**src/rtl/amplifier.sv**
```systemverilog
// Programmable-gain multiplier: one write port either loads the gain or submits
// a tagged 8-bit sample. Tag and product come back on the next cycle.
module amplifier #(
   parameter int WR_DATA_WIDTH = 16,
   parameter int RD_DATA_WIDTH = 32,
   parameter int SCALER_WIDTH  = 16
) (
   input  logic                     clk_i,
   input  logic                     rst_i,
   input  logic                     wr_en_i,
   input  logic                     set_scaler_i,
   input  logic [WR_DATA_WIDTH-1:0] wr_data_i,
   output logic                     rd_val_o,
   output logic [RD_DATA_WIDTH-1:0] rd_data_o,
   output logic [SCALER_WIDTH-1:0]  scaler_o
);

   localparam int TAG_W  = 8;
   localparam int BASE_W = 8;
   localparam int PROD_W = RD_DATA_WIDTH - TAG_W;

   typedef struct packed {
      logic [TAG_W-1:0]  tag;
      logic [PROD_W-1:0] product;
   } rsp_t;

   logic              load;
   logic              sample;
   rsp_t              rsp_d;
   rsp_t              rsp_q;
   logic              val_q;
   logic [SCALER_WIDTH-1:0] scaler_q;

   assign load   = wr_en_i &  set_scaler_i;
   assign sample = wr_en_i & ~set_scaler_i;

   // Product uses the gain registered before this edge; 8x16 fits 24 bits exactly.
   always_comb begin
      rsp_d         = '0;
      rsp_d.tag     = wr_data_i[WR_DATA_WIDTH-1 -: TAG_W];
      rsp_d.product = PROD_W'(wr_data_i[BASE_W-1:0]) * PROD_W'(scaler_q);
   end

   always_ff @(posedge clk_i) begin
      if (rst_i) begin
         scaler_q <= SCALER_WIDTH'(1);
         val_q    <= 1'b0;
         rsp_q    <= '0;
      end else begin
         val_q <= sample;
         if (load)
            scaler_q <= wr_data_i[SCALER_WIDTH-1:0];
         if (sample)
            rsp_q <= rsp_d;
      end
   end

   assign rd_val_o  = val_q;
   assign rd_data_o = rsp_q;
   assign scaler_o  = scaler_q;

endmodule

```
**config.mk**
```make
export PLATFORM = sky130hd
export DESIGN_NAME = amplifier
export DESIGN_NICKNAME = d
export VERILOG_FILES = /design/src/rtl/amplifier.sv
export SDC_FILE = /design/constraint.sdc
export NUM_CORES = 1
export LEC_CHECK = 0
export ABC_AREA = 1
export CAP_MARGIN = 20
export CORE_ASPECT_RATIO = 1.5
export CORE_MARGIN = 5
export CORE_UTILIZATION = 45
export CTS_CLUSTER_DIAMETER = 120
export DETAILED_ROUTE_END_ITERATION = 7
export HOLD_SLACK_MARGIN = 0.1
export PLACE_DENSITY = 0.72
export SYNTH_ARGS = -nofsm -noshare
export SYNTH_HDL_FRONTEND = slang
export SYNTH_SLANG_ARGS = --single-unit
```
**constraint.sdc**
```tcl
create_clock -name clk_i -period 5.9 [get_ports clk_i]
set_input_delay 0.885 -clock clk_i [delete_from_list [all_inputs] [get_ports clk_i]]
set_output_delay 0.885 -clock clk_i [all_outputs]
set_load 0.01 [all_outputs]
```
==> summary.md <==
| Metric | Value |
|---|---|
| DRT Wirelength | 16.2 mm |
| Gpl congestion | 0.937 |
| Top cell type's share of synthesized area | 26.4% |
| Syn nets | 1090 |
| Outcome | finished clean |
| Nature of the critical path startpoint | primary input |
| Routed Antenna Nets | 0 |
| Clock Skew | 0.00416 ns |
| Worst hold endpoint | rd_data_o[0] |
| FMAX | 0.190 GHz |
| Reg2reg start | scaler_o[8] |
| Unrepaired setup endpoints after global routing | false |
| Min-Delay Path Depth | 2 |
| CTS Root Cell | clkbuf_16 |
| Reg2reg path depth | 18 |
| FF+latch count, synth | 49 |
| Post-DR vias/cell | 4.80 |
| Fin. max-slew vios | 0 |
| Critical path, cell by cell | clkdlybuf4s50_1 > nand2_1 > fa_1 > inv_1 > fa_1 > fa_1 > inv_1 > fa_1 > inv_1 > ha_1 > nand2_1 > inv_2 > a21oi_2 > nand3_2 > xor2_1 > o21ai_1 > inv_1 |
| Latest clock arrival within the worst-skew pair | 0.30 ns |
| Synthesized instance count | 942 |
| Ports | 69 |
| CTS Buffer Depth | 2 |
| Clock Sinks | 49 |
| NumNets Final | 1130 |
| Cell Area, Synth | 6360 um2 |
| Gr usage total | 20.4% |
| Syn. warnings | 0 |
| Area Growth Syn to Fin | 15.1% |
| Sequential fraction of the synthesis area | 15.4% |
| Pre-antenna DRT Iters | 4 |
| Largest net degree at the start of global routing | 48 |
| Worst Tran Pin Value | 1.05 ns |
| Final Util | 52.6% |
| Initial Util | 45.7% |
| Count leader, synth | inv_1 |
| Critical R2R Capture | rd_data_o[17] |
| Footprint of the multi-input gates | 4230 um2 |
| H-tree depth | 2 |
| DRC | 0 |
| GRT overflow | 0 |
| Clock transition at path regs | 0.07 ns |
| Vias in the first global route | 5657 |
| Share of synthesized registers carrying an async set or reset | 0% |
| Rel. slew slack | 30.2% |
| Post-synth EDFFs | 0 |
| Final setup viols | 0 |
| CTS buffer count | 5 |
| Post-CTS Setup Inserts | 0 |
| Hold Fails Final Rpt | 0 |
| Final Cycle Share | 89.1% |
| Hold WC Path Type | reg -> reg |
| Via count | 5516 |
| VDD IR-drop max | 0.191 mV |
| Antenna cell count | 0 |
| Complex-gate fraction of the synthesized area | 5.64% |
| Top post-synthesis cells by area | fa_1 26%, dfxtp_1 15%, inv_1 15%, nand2_1 14%, ha_1 8.7% |
| CP max FO | 15 |
| CP max stage delay | 0.89 ns |
| Count of cell types in the netlist | 27 |
| Min Clock Period, post-route | 5.26 ns |
| IO buf count | 68 |
| DIE WIDTH | 107 um |
| Critical path's slowest cell | clkdlybuf4s50_1 |
| Core box area | 13900 um2 |
| Max-capacitance violation count | 0 |
| Critical path capture point type | flip-flop |
| DIE AREA | 16700 um2 |
| CP Data Required Time | 6.10 ns |
| Static leakage | 4.51 nW |
| Main combinational cell family by area after synthesis | adder cells |
| Synth Area in Adders | 35.1% |
| Avg WL per Cell | 14.1 um |
| Simple-gate share of the synthesized area | 24.4% |
| FF+latch area | 981 um2 |
| Post-cts resize count | 0 |
| Dominant synthesized flop cell | dfxtp_1 |
| Share of cells above drive strength 1 | 5.49% |
| CTS tree | yes |
| Worst EP arrival | 5.46 ns |
| Row count | 53 |
| Power Density | 202 nW/um2 |
| Hold path startpoint | rd_data_o[0] |
| # fillers | 1381 |
| Crit Path Class | in -> reg |
| Avg Cell Area, Syn | 6.75 um2 |
| Post-DP HPWL | 13.1 mm |
| Crit path from | wr_data_i[5] |
| Initial antenna violation count | 0 |
| Commonest cells post-synth | 248 x inv_1, 231 x nand2_1, 103 x nor2_1, 84 x fa_1, 49 x dfxtp_1 |
| Synth area leader | fa_1 |
| Hold buffer count at CTS | 0 |
| Mux cell area share after synthesis | 0% |
| R2R Setup Slk | 1.50 ns |
| Setup tns final | 0 ns |
| Die Height | 156 um |
| First-pass GRT wire length | 27.2 mm |
| Post-synthesis xor/xnor area fraction | 1.24% |
| Initial drt markers | 249 |
## worst max path at each step
stage	end	slack [ns]	cells after the start
6_report	rd_data_o[13]	0.64	17
5_1_grt	rd_data_o[17]	0.35	19
4_1_cts	rd_data_o[13]	0.65	17
3_5_place_dp	rd_data_o[13]	0.34	17
3_3_place_gp	rd_data_o[13]	0.39	17
2_1_floorplan	rd_data_o[19]	1.11	20
## kinds of logic (layout without fill, tap and decap cells)
kind of cell,after synthesis,in the layout
flip-flops,49,49
AO/OA/AOI/OAI,67,67
adder cells (fa/ha/maj),128,128
buffers and inverters,305,346
XOR/XNOR,9,9
AND/OR/NAND/NOR,384,384
## cell usage in the layout (no fill, tap or decap)
cell type and instances:
a21o_1 1, a21oi_1 19, a21oi_2 3, and2_1 2
buf_12 2, buf_4 8, clkbuf_16 5, clkdlybuf4s50_1 68
clkinvlp_4 2, dfxtp_1 49, fa_1 84, ha_1 44
inv_1 248, inv_2 12, inv_8 1, nand2_1 231
nand2_2 10, nand3_1 24, nand3_2 4, nand4_1 2
nor2_1 102, nor2_2 6, nor2_4 1, nor3_1 2
o21ai_0 38, o21ai_1 2, o21bai_1 4, xnor2_1 2
xor2_1 7
## critical path: cells and delay by family
| kind | cells | cell delay, ns |
|---|---|---|
| adders and majority gates | 5 | 2.36 |
| and+or+nand+nor | 3 | 0.50 |
| AOI/OAI and AO/OA | 2 | 0.31 |
| buffers and inverters | 6 | 1.20 |
| xor gates and xnor gates | 1 | 0.19 |
## through the flow
stage	cell area, um2	setup WS [ns]	cells	power [mW]	hold WS (ns)
3_5_place_dp	7170	0.341	1140	1.17	0.464
3_3_place_gp	7170	0.388	1140	1.17	0.456
4_1_cts	7320	0.648	1148	1.49	0.475
6_report	7320	0.640	1148	1.48	0.474
5_1_grt	7320	0.347	1148	1.61	0.494
2_1_floorplan	6360	1.11	942	0.931	0.488
## power breakdown
part | switching, mW | total (mW) | internal [mW]
clock | 0.140 | 0.300 | 0.160
combinational | 0.479 | 0.784 | 0.305
sequential | 0.0343 | 0.391 | 0.357
## final cells by class
cell class / count / area share [%]
clock buffer: 5 / 1.71
timing repair buffer: 78 / 10.7
clock inverter: 3 / 0.359
inverter: 260 / 13.3
multi-input combinational: 588 / 57.7
sequential: 49 / 13.4
tap: 165 / 2.82
## per-layer routing
layer	part of all wire [%]	vias up	global-route usage, %
met5	0	-	0
met4	2.8	0	7.56
met3	4.1	32	2.53
met2	51	140	36.2
met1	42	2586	25.3
li1	-	2758	-
## registers in the layout, summed over array words and instances, names as in the netlist
name / cells
rd_data_o: 32
scaler_o: 16
rd_val_o: 1
Power figures use the tool's default switching activity.
